$ cat src/rtl/ifetch_queue_if.sv
// Fetch-side signal bundle: instruction-memory port, redirect request and decode handshake.
// master = the fetch stage, slave = memory/decode environment.
interface ifetch_queue_if;
    logic [10:0] imem_a;
    logic [31:0] imem_rd;
    logic        redirect;
    logic [31:0] redirect_pc;
    logic        instr_valid;
    logic        instr_ready;
    logic [31:0] instr;
    logic [31:0] instr_pc;

    modport master (
        output imem_a,
        input  imem_rd,
        input  redirect,
        input  redirect_pc,
        output instr_valid,
        input  instr_ready,
        output instr,
        output instr_pc
    );

    modport slave (
        input  imem_a,
        output imem_rd,
        output redirect,
        output redirect_pc,
        input  instr_valid,
        output instr_ready,
        input  instr,
        input  instr_pc
    );
endinterface

$ cat src/rtl/ifetch_queue.sv
// Instruction fetch stage: owns the fetch PC, buffers fetched words in a DEPTH-entry queue.
// Optional IFETCH_BYPASS_EN presents the memory word directly to decode when the queue is empty.
module ifetch_queue #(
    parameter int          DEPTH    = 4,
    parameter logic [31:0] RESET_PC = 32'h0000_0000
) (
    input  logic          clk,
    input  logic          reset_b,
    ifetch_queue_if.master bus
);
    localparam int PW = (DEPTH > 1) ? $clog2(DEPTH) : 1;
    localparam logic [PW:0] FULL = (PW+1)'(DEPTH);

    logic [31:0]   r_pc;
    logic [PW-1:0] r_wptr, r_rptr;
    logic [PW:0]   r_count;
    logic [31:0]   r_q_pc   [DEPTH];
    logic [31:0]   r_q_word [DEPTH];

    logic        w_empty, w_valid, w_xfer, w_enq, w_pop, w_adv;
    logic [31:0] w_rpc;

    assign w_empty = (r_count == '0);
    assign w_rpc   = bus.redirect_pc & 32'hFFFF_FFFC;
    assign w_xfer  = w_valid && bus.instr_ready;

`ifdef IFETCH_BYPASS_EN
    logic w_byp, w_byp_take;

    // An empty queue forwards the live memory word; if decode takes it, it never enters the queue.
    assign w_byp      = w_empty && reset_b && !bus.redirect;
    assign w_byp_take = w_byp && bus.instr_ready;
    assign w_valid    = !w_empty || w_byp;
    assign w_pop      = w_xfer && !w_empty;
    assign w_enq      = !bus.redirect && !w_byp_take && ((r_count != FULL) || w_xfer);
    assign w_adv      = w_enq || w_byp_take;

    assign bus.instr    = w_empty ? (w_byp ? bus.imem_rd : 32'h0) : r_q_word[r_rptr];
    assign bus.instr_pc = w_empty ? (w_byp ? r_pc        : 32'h0) : r_q_pc[r_rptr];
`else
    assign w_valid = !w_empty;
    assign w_pop   = w_xfer;
    assign w_enq   = !bus.redirect && ((r_count != FULL) || w_xfer);
    assign w_adv   = w_enq;

    assign bus.instr    = w_empty ? 32'h0 : r_q_word[r_rptr];
    assign bus.instr_pc = w_empty ? 32'h0 : r_q_pc[r_rptr];
`endif

    assign bus.instr_valid = w_valid;
    assign bus.imem_a      = r_pc[12:2];

    always_ff @(posedge clk or negedge reset_b) begin
        if (!reset_b) begin
            r_pc    <= RESET_PC;
            r_wptr  <= '0;
            r_rptr  <= '0;
            r_count <= '0;
        end else if (bus.redirect) begin
            // A transfer in this cycle is already consumed; everything queued behind it is stale.
            r_pc    <= w_rpc;
            r_wptr  <= '0;
            r_rptr  <= '0;
            r_count <= '0;
        end else begin
            if (w_adv) r_pc   <= r_pc + 32'd4;
            if (w_enq) r_wptr <= r_wptr + 1'b1;
            if (w_pop) r_rptr <= r_rptr + 1'b1;
            r_count <= r_count + {{PW{1'b0}}, w_enq} - {{PW{1'b0}}, w_pop};
        end
    end

    // Payload storage carries no reset; occupancy alone decides what is live.
    always_ff @(posedge clk) begin
        if (w_enq) begin
            r_q_pc[r_wptr]   <= r_pc;
            r_q_word[r_wptr] <= bus.imem_rd;
        end
    end
endmodule

$ cat src/flat_wrapper.sv
// flat-port wrapper written by rule: the top's interface ports become plain ports
module ifetch_queue_flat 
#(
    parameter int          DEPTH    = 4,
    parameter logic [31:0] RESET_PC = 32'h0000_0000
)
  (clk, reset_b, bus_imem_a, bus_imem_rd, bus_redirect, bus_redirect_pc, bus_instr_valid, bus_instr_ready, bus_instr, bus_instr_pc);
  ifetch_queue_if bus_i ();
  input  logic clk;
  input  logic reset_b;
  output wire logic [$bits(bus_i.imem_a)-1:0] bus_imem_a;
  input wire logic [$bits(bus_i.imem_rd)-1:0] bus_imem_rd;
  input wire logic [$bits(bus_i.redirect)-1:0] bus_redirect;
  input wire logic [$bits(bus_i.redirect_pc)-1:0] bus_redirect_pc;
  output wire logic [$bits(bus_i.instr_valid)-1:0] bus_instr_valid;
  input wire logic [$bits(bus_i.instr_ready)-1:0] bus_instr_ready;
  output wire logic [$bits(bus_i.instr)-1:0] bus_instr;
  output wire logic [$bits(bus_i.instr_pc)-1:0] bus_instr_pc;
  assign bus_imem_a = bus_i.imem_a;
  assign bus_i.imem_rd = bus_imem_rd;
  assign bus_i.redirect = bus_redirect;
  assign bus_i.redirect_pc = bus_redirect_pc;
  assign bus_instr_valid = bus_i.instr_valid;
  assign bus_i.instr_ready = bus_instr_ready;
  assign bus_instr = bus_i.instr;
  assign bus_instr_pc = bus_i.instr_pc;
  ifetch_queue #(.DEPTH(DEPTH), .RESET_PC(RESET_PC)) u_core (.clk(clk), .reset_b(reset_b), .bus(bus_i));
endmodule
$ cat config.mk
export PLATFORM = sky130hd
export DESIGN_NAME = ifetch_queue_flat
export DESIGN_NICKNAME = d
export VERILOG_FILES = /design/src/rtl/ifetch_queue_if.sv /design/src/rtl/ifetch_queue.sv /design/src/flat_wrapper.sv
export SDC_FILE = /design/constraint.sdc
export NUM_CORES = 1
export LEC_CHECK = 0
export CAP_MARGIN = 20
export CELL_PAD_IN_SITES_DETAIL_PLACEMENT = 1
export CELL_PAD_IN_SITES_GLOBAL_PLACEMENT = 2
export CORE_ASPECT_RATIO = 1.5
export CORE_MARGIN = 2
export CORE_UTILIZATION = 41
export DETAILED_ROUTE_END_ITERATION = 12
export GPL_ROUTABILITY_DRIVEN = 0
export GPL_TIMING_DRIVEN = 0
export PLACE_DENSITY = 0.77
export SYNTH_ARGS = -nofsm -noshare
export SYNTH_HDL_FRONTEND = slang
export SYNTH_SLANG_ARGS = --single-unit
export TNS_END_PERCENT = 50
$ cat constraint.sdc
create_clock -name clk -period 4.2 [get_ports clk]
set_clock_uncertainty 0.15 [all_clocks]
set_input_delay 0.84 -clock clk [delete_from_list [all_inputs] [get_ports clk]]
set_output_delay 0.84 -clock clk [all_outputs]
set_load 0.005 [all_outputs]
==> metrics.md, run 1 <==
| Metric | Value |
|---|---|
| Status | `completed` |
| Initial antenna violation count | `0` |
| Crit. End Element | `output pin` |
| Max-Slew Margin vs Limit | `40.5%` |
| Critical path required time | `3210 ps` |
| MaxCap Viol Count | `0` |
| 1st-iter DRT viols | `316` |
| Register area share after synthesis | `72.3%` |
| Root buf cell | `clkbuf_16` |
| Port Buffers | `139` |
| Period utilization | `96.0%` |
| H-Tree Depth | `1` |
| Clk sinks | `285` |
| Total power | `8.95 mW` |
| Final antenna-violating net count | `0` |
| Deepest clock path buffer count | `3` |
| CORE AREA | `27900 um2` |
| Worst-Skew Late Latency | `540 ps` |
| Row count | `75` |
| Antenna diode count | `0` |
| Dpl cells | `1141` |
| CTS clk-pin slew, worst paths | `60 ps` |
| Setup Viol. Count Final | `0` |
| Largest net degree at the start of global routing | `47` |
| CTS tree | `done` |
| Detailed Place HPWL | `17.7 mm` |
| Finished Layout Cells | `1192` |
| Worst-Margin Slew | `892 ps` |
| F_max | `248 MHz` |
| Mean post-synth cell area | `17.8 um2` |
| Number of synthesized register bits | `285` |
| Inserted Clock Buffers | `28` |
| Static leakage power | `4.83 nW` |
| Total grt overflow | `0` |
| Drt via density | `5.42` |
| Tot GR Track Use | `18.7%` |
| Area Overhead vs Synth | `26.3%` |
| Overall die width | `141 um` |
| Critical Path Source Type | `flip-flop` |
| Hold Path Class | `in -> async` |
| Global-route wire length before repair | `42.3 mm` |
| P per Cell Area | `612 nW/um2` |
| Die ar. | `29600 um2` |
| Post CTS Setup Buffer Count | `0` |
| Mapped Area | `11600 um2` |
| Share of cells above drive strength 1 | `17.1%` |
| Final nets | `900` |
| Via count | `6465` |
| Fin crit period | `4030 ps` |
| DP Worst Slack | `338 ps` |
| Mapped Cells | `651` |
| Vias in the first global route | `7269` |
| Fraction of registers with async set/reset | `13.0%` |
| Residual DRC | `0` |
| Post-synth EDFFs | `248` |
| Io pins | `144` |
| RSZ-0062 raised after global routing | `no` |
| Worst path arrival time | `3040 ps` |
| Setup slack after layout | `170 ps` |
| Die H | `210 um` |
| Fin. max-slew vios | `0` |
| Initial Util | `41.5%` |
| Most common flop cell mapped by yosys | `edfxtp_1` |
| VDD IR max | `0.322 mV` |
| Worst Path Max Fanout | `10` |
| Wire length per cell | `22.8 um` |
| Drt total wl | `27.2 mm` |
| Setup CP Type | `reg -> out` |
| Hold violation total from the final report | `0` |
| 1st-pass router iterations | `5` |
| Ys Warns | `0` |
| Yosys cell types | `38` |
-- final cells by class --
type                       instances  area (um2)
clock buffer                      35         778
sequential                       285        8370
timing repair buffer             143        1490
inverter                           9        33.8
fill                            2566       13300
tap                              346         433
buffer                            48         251
multi-input combinational        309        2940
clock inverter                    17         319
-- path summary, 6_finish.rpt --
| check | from | to | slack [ps] | cells past startpoint |
|---|---|---|---|---|
| min | reset_b | u_core.r_pc[17] | 270 | 1 |
| min in group clk | u_core.r_pc[31] | u_core.r_q_pc[2][31] | 430 | 0 |
| max reg2reg | u_core.r_count[1] | u_core.r_count[2] | 1290 | 10 |
| min reg2reg | u_core.r_pc[31] | u_core.r_q_pc[2][31] | 430 | 0 |
| max | u_core.r_rptr[1] | bus_instr_pc[13] | 170 | 5 |
| max in group asynchronous | reset_b | u_core.r_pc[8] | 3060 | 1 |
-- synth_stat cells, drive strengths merged, types with 2 or more instances --
cell type    n  share of area, %
a31oi       19               1.0
and2        63               3.4
and3         7              0.38
buf         22               1.3
clkbuf      27              0.88
dfrtp       37               8.0
edfxtp     248                64
ha           7              0.76
inv          8              0.26
mux4        62                12
nand2       23              0.75
nand3       11              0.48
nand4        6              0.38
nor2        27              0.88
nor2b        2              0.11
nor3         4              0.17
nor4         4              0.22
o21ai       15              0.65
o31ai       13              0.84
or3          6              0.32
or4         16               1.0
xnor2        9              0.68
xor2         4              0.30
-- sequential cells by signal (all words and copies together), names as in the netlist --
signal	cells
u_core.r_pc	30
u_core.r_rptr	2
u_core.r_count	3
u_core.r_wptr	2
u_core.r_q_pc	120
u_core.r_q_word	128
-- stage by stage --
step	hold WS [ps]	cell area, um2	setup TNS [ps]	util (%)
finish	273	14600	0	52.5
floorplan	339	11600	0	-
CTS	288	14600	0	52.5
detailed placement	415	13500	0	48.5
global placement	387	13400	-261160	48.1
global route	321	14600	0	52.5
-- per-layer routing --
metal | global-route usage [%] | up-vias | share of wire (%)
li1 | - | 2899 | -
met1 | 22.3 | 3357 | 39
met2 | 34.3 | 162 | 55
met3 | 2.42 | 47 | 3.9
met4 | 6.86 | 0 | 2.7
met5 | 0 | - | 0
-- power breakdown --
group / internal (mW) / switching [mW] / leakage [nW] / total [mW]
Combinational: 1.37 / 1.03 / 1.59 / 2.40
Clock: 1.87 / 1.06 / 0.534 / 2.93
Sequential: 3.44 / 0.171 / 2.71 / 3.61
Total: 6.68 / 2.27 / 4.83 / 8.95
-- placed cells by master (no fill, tap or decap), types with 8 or more instances in the layout --
cell	count
dfrtp_1	37
clkdlybuf4s50_1	138
clkbuf_16	29
nand3_1	11
nor2_1	27
o21ai_0	15
a31oi_1	19
and2_1	63
edfxtp_1	248
buf_4	13
xnor2_1	9
mux4_2	62
bufinv_16	9
clkbuf_1	29
nand2_1	23
or4_1	16
inv_1	8
o31ai_1	13
-- cell families after synthesis --
| logic type | Yosys count | share of synthesized area (%) |
|---|---|---|
| AO/OA/AOI/OAI | 50 | 2.72 |
| XOR/XNOR | 13 | 0.984 |
| adder cells (fa/ha/maj) | 8 | 0.930 |
| buffers and inverters | 58 | 2.43 |
| flip-flops | 285 | 72.3 |
| multiplexers | 63 | 12.2 |
| other | 1 | 0.0324 |
| AND/OR/NAND/NOR | 173 | 8.40 |
-- repair_timing --
item                                    CTS  global route
endpoints found under the setup margin   19             0
resized for setup                         2             0
hold buffers                              0             0
-- critical path: stages, from the launching register on --
cell	delay (ps)
dfrtp_1	320
clkbuf_1	480
clkbuf_1	630
mux4_2	410
and2_1	200
clkdlybuf4s50_1	460
No activity file was read; power rests on OpenSTA's default activity.
==> inputs of run 2 (changes only) <==
--- a/config.mk
+++ b/config.mk
@@ -6,11 +6,9 @@
 export NUM_CORES = 1
 export LEC_CHECK = 0
 export CAP_MARGIN = 20
-export CELL_PAD_IN_SITES_DETAIL_PLACEMENT = 1
-export CELL_PAD_IN_SITES_GLOBAL_PLACEMENT = 2
 export CORE_ASPECT_RATIO = 1.5
 export CORE_MARGIN = 2
-export CORE_UTILIZATION = 41
+export CORE_UTILIZATION = 55
 export DETAILED_ROUTE_END_ITERATION = 12
 export GPL_ROUTABILITY_DRIVEN = 0
 export GPL_TIMING_DRIVEN = 0
@@ -18,4 +16,4 @@
 export SYNTH_ARGS = -nofsm -noshare
 export SYNTH_HDL_FRONTEND = slang
 export SYNTH_SLANG_ARGS = --single-unit
-export TNS_END_PERCENT = 50
+export TNS_END_PERCENT = 1
==> run 2 against run 1 <==
Against the previous run:
- clock-buffer cell count increased by 1
- power decreased by 9.1%
- cell area fell by 2.9%
- largest cell class unchanged
- register-to-register slack better by 60 ps
- combinational power fell by 2%
- core utilization increased by 16 points
- largest power group unchanged
- critical path type unchanged
- wire length down 12%
- flip-flop and latch count is the same
- global-route usage up 3.5 points
- critical endpoint is now bus_instr_pc[3]
==> metrics.md, run 2 (synthesized netlist as in run 1, its figures left out) <==
| Metric | Value |
|---|---|
| F_max | `258 MHz` |
| Hold violation total from the final report | `0` |
| Max-Slew Margin vs Limit | `38.9%` |
| Die H | `182 um` |
| RSZ-0062 raised after global routing | `no` |
| CTS clk-pin slew, worst paths | `60 ps` |
| M3 GR Usage | `2.98%` |
| Commonest non-fill, non-tap cell in the layout | `edfxtp_1` |
| Largest net degree at the start of global routing | `38` |
| Vias in the first global route | `6895` |
| Period utilization | `92.2%` |
| Detailed Place HPWL | `15.8 mm` |
| MaxCap Viol Count | `0` |
| Initial antenna violation count | `1` |
| Io pins | `144` |
| Fin. max-slew vios | `0` |
| Reg-to-Reg Start | `u_core.r_count[1]` |
| Critical path required time | `3210 ps` |
| Inserted Clock Buffers | `25` |
| Crit-path cells | `clkbuf_1 > buf_1 > mux4_2 > and2_1 > clkdlybuf4s50_1` |
| Status | `completed` |
| Final core occ | `68.2%` |
| CP bufs+invs | `3` |
| Total power | `8.13 mW` |
| Area after DPL | `13400 um2` |
| Worst hold-check slack | `310 ps` |
| Setup slack after layout | `326 ps` |
| DP Worst Slack | `424 ps` |
| Final nets | `897` |
| Drt total wl | `23.9 mm` |
| Die ar. | `22200 um2` |
| Number of fill cells | `1425` |
| Hold Path Class | `in -> async` |
| Static leakage power | `4.66 nW` |
| Fin crit period | `3870 ps` |
| R2r endpoint | `u_core.r_count[2]` |
| Drt via density | `5.84` |
| Worst stage delay on the critical path | `590 ps` |
| Critical Path Source Type | `flip-flop` |
| GRT met2 Usage | `40.9%` |
| Via count | `6475` |
| Max reg flops | `128` |
| Initial Util | `55.6%` |
| Post CTS Setup Buffer Count | `0` |
| Crit. End Element | `output pin` |
| VDD IR max | `0.371 mV` |
| Global-route wire length before repair | `37.3 mm` |
| Root buf cell | `clkbuf_16` |
| Most frequent cells in the layout | `248 x edfxtp_1, 138 x clkdlybuf4s50_1, 63 x and2_1` |
| Tot GR Track Use | `22.1%` |
| Overall die width | `122 um` |
| FF-to-FF setup slack | `1350 ps` |
| 1st-pass router iterations | `5` |
| Setup Viol. Count Final | `0` |
| Final antenna-violating net count | `0` |
| Deepest clock path buffer count | `3` |
| Setup CP Type | `reg -> out` |
| Top Usage Layer GRT | `met2` |
| Total grt overflow | `0` |
| Worst-Margin Slew | `917 ps` |
| Port Buffers | `139` |
| Worst-Skew Late Latency | `510 ps` |
| Largest regs | `u_core.r_q_word (128), u_core.r_q_pc (120), u_core.r_pc (30)` |
| R2r worst-path depth | `10` |
| H-Tree Depth | `1` |
| Worst path arrival time | `2880 ps` |
| Met1 Usage GRT | `26.1%` |
| Most flops, register | `u_core.r_q_word` |
| Row count | `65` |
| Slowest cell on the critical path | `buf_1` |
| Post-route setup TNS | `0 ps` |
| Share of cells above drive strength 1 | `15.6%` |
| P per Cell Area | `573 nW/um2` |
| Finished Layout Cells | `1108` |
| Clk sinks | `285` |
| Wire length per cell | `21.6 um` |
| Residual DRC | `0` |
| CTS tree | `done` |
| 1st-iter DRT viols | `589` |
| Dpl cells | `1063` |
| Area Overhead vs Synth | `22.7%` |
| Finished Cell Area | `14200 um2` |
| CP delay by family, top | `buffers and inverters` |
| Worst Path Max Fanout | `10` |
| CORE AREA | `20800 um2` |
run 2: layout make-up:
| cell class | count | area (um2) | area share [%] |
|---|---|---|---|
| well taps | 268 | 335 | 2.36 |
| plain buffers | 48 | 251 | 1.77 |
| flip-flops and latches | 285 | 8370 | 59.0 |
| repair buffers | 143 | 1480 | 10.4 |
| inverters | 9 | 33.8 | 0.238 |
| clock inverters | 9 | 75.1 | 0.529 |
| diodes | 1 | 2.50 | 0.0176 |
| multi-input cells | 309 | 2940 | 20.7 |
| clock buffers | 36 | 707 | 4.98 |
run 2: power by group:
part | switching (mW) | internal [mW] | leakage, nW
combinational | 0.987 | 1.37 | 1.58
sequential | 0.164 | 3.44 | 2.71
clock | 0.943 | 1.23 | 0.376
run 2: how the worst max path moves through the flow:
stage | start | end | slack (ps) | cells after the start
final | u_core.r_rptr[1] | bus_instr_pc[3] | 330 | 5
after detailed placement | u_core.r_rptr[0] | bus_instr[24] | 420 | 5
after CTS | u_core.r_rptr[0] | bus_instr[24] | 70 | 5
after floorplan | bus_instr_ready | u_core.r_q_pc[0][10] | 860 | 3
after global routing | u_core.r_rptr[0] | bus_instr[30] | 140 | 4
after global placement | bus_redirect | u_core.r_q_word[2][13] | -930 | 4
run 2: what timing repair did:
action,4_1_cts,5_1_grt
hold buffers,0,0
setup endpoints to repair,8,34
resized for setup,2,0
cloned,0,0
pin swaps,0,0
run 2: metal layers:
layer  part of all wire (%)  vias up
li1                       -     2880
met1                     37     3296
met2                     55      242
met3                    5.3       57
met4                    3.2        0
met5                      0        -
==> RTL edit: new RTL, settings of run 2 <==
Build with the macro `IFETCH_BYPASS_EN` defined.
--- a/src/rtl/ifetch_queue.sv
+++ b/src/rtl/ifetch_queue.sv
@@ -1,4 +1,6 @@
 // Instruction fetch stage: owns the fetch PC, buffers fetched words in a DEPTH-entry queue.
 // Optional IFETCH_BYPASS_EN presents the memory word directly to decode when the queue is empty.
+`define IFETCH_BYPASS_EN
+
 module ifetch_queue #(
     parameter int          DEPTH    = 4,
Check against the original RTL: not equivalent (a bounded check fails within 4 cycles, from zero or initial values and one cycle with reset_b low).
==> RTL edit against run 2 <==
  * Maximum frequency is 4.4% lower
  * Power is 11% higher
  * Worst setup slack worse by 180 ps
  * Sequential cell count stayed put
  * Non-clock buffer count is 4 higher
  * Wire length is 9.9% higher
  * Synthesized cell count is 1.8% higher
  * Hold slack worse by 170 ps
  * Cell area is 2.5% higher
  * Sequential share of layout area is 1.4 points lower
  * Area after synthesis is 2.2% higher
==> RTL edit: results (changes against run 2) <==
status -> finished clean
ranking of synthesized cells by area -> edfxtp_1 63%, mux4_2 12%, dfrtp_1 7.8%
Post-Synth Adder-Cell Area -> 0.9095% (-0.020 points)
slowest cell delay on critical path -> 530 ps (-60 ps)
met1 GRT Util -> 30.19% (+4.1 points)
routed len/inst -> 23.44 µm (+8.6%)
Setup crit end -> bus_instr_pc[20]
Yosys cell types -> 41 (+7.9%)
dpl cells -> 1074 (+1.0%)
Synth top cells by count -> 248 x edfxtp_1, 62 x mux4_2, 61 x a22o_1, 37 x dfrtp_1, 30 x clkbuf_1
Max IR drop VDD -> 0.0004417 V (+19%)
layout cells sized above 1 -> 17.58% (+2.0 points)
worst path arrival time -> 3060 ps (+180 ps)
pre-CTS setup slack -> -425.3 ps (-849.2 ps)
critical path's slowest cell -> and3_1
Fillers -> 1350 (-5.3%)
NumNets Final -> 909 (+1.3%)
hpwl dp -> 16.84 mm (+6.7%)
1st-iter DRT viols -> 505 (-14%)
Vias -> 7043 (+8.8%)
Tightest Pin Transition -> 757.6 ps (-159.3 ps)
fin crit share -> 96.53% (+4.3 points)
switching share of power -> 26.82% (+1.1 points)
Leakage Power -> 4.938 nW (+5.9%)
total track usage -> 23.67% (+1.5 points)
sequential area share after synthesis -> 70.77% (-1.6 points)
total CTS buffers -> 26 (+4.0%)
# port buffers -> 138 (-0.72%)
largest net degree at the start of global routing -> 40 (+5.3%)
DR vias/cell -> 6.283 (+7.5%)
initial antenna violation count -> 0 (-1)
Post-CTS Resized -> 7 (+5)
Synth Area in Compound Gates -> 7.286% (+4.6 points)
area post-placement -> 13640 µm² (+1.7%)
number of global-route vias before repair -> 7237 (+5.0%)
Cells after Synth -> 663 (+1.8%)
Hold WS -> 143.4 ps (-166.7 ps)
met3 GRT Util -> 2.636% (-0.35 points)
[RTL edit: metal layers]
metal | part of all wire (%) | vias up
met1 | 37 | 3606
met4 | 2.6 | 0
li1 | - | 3056
met5 | 0 | -
met2 | 55 | 327
met3 | 6.3 | 54
[RTL edit: cell type report]
| cell class | count | area (µm²) | area share (%) |
|---|---|---|---|
| flip-flops and latches | 285 | 8373 | 57.54 |
| multi-input cells | 317 | 3178 | 21.84 |
| repair buffers | 143 | 1464 | 10.06 |
| clock buffers | 34 | 732.0 | 5.030 |
| well taps | 268 | 335.3 | 2.304 |
| plain buffers | 52 | 264.0 | 1.814 |
| clock inverters | 14 | 175.2 | 1.204 |
| inverters | 8 | 30.03 | 0.2064 |
[RTL edit: power groups by stage]
stage          sequential (mW)  clock [mW]  combinational, mW
2_1_floorplan             3.75           0               1.49
3_5_place_dp              3.81           0               2.80
6_report                  3.77        2.47               2.75
5_1_grt                   3.81        2.60               2.98
4_1_cts                   3.75        2.50               2.82
3_3_place_gp              3.81           0               2.69
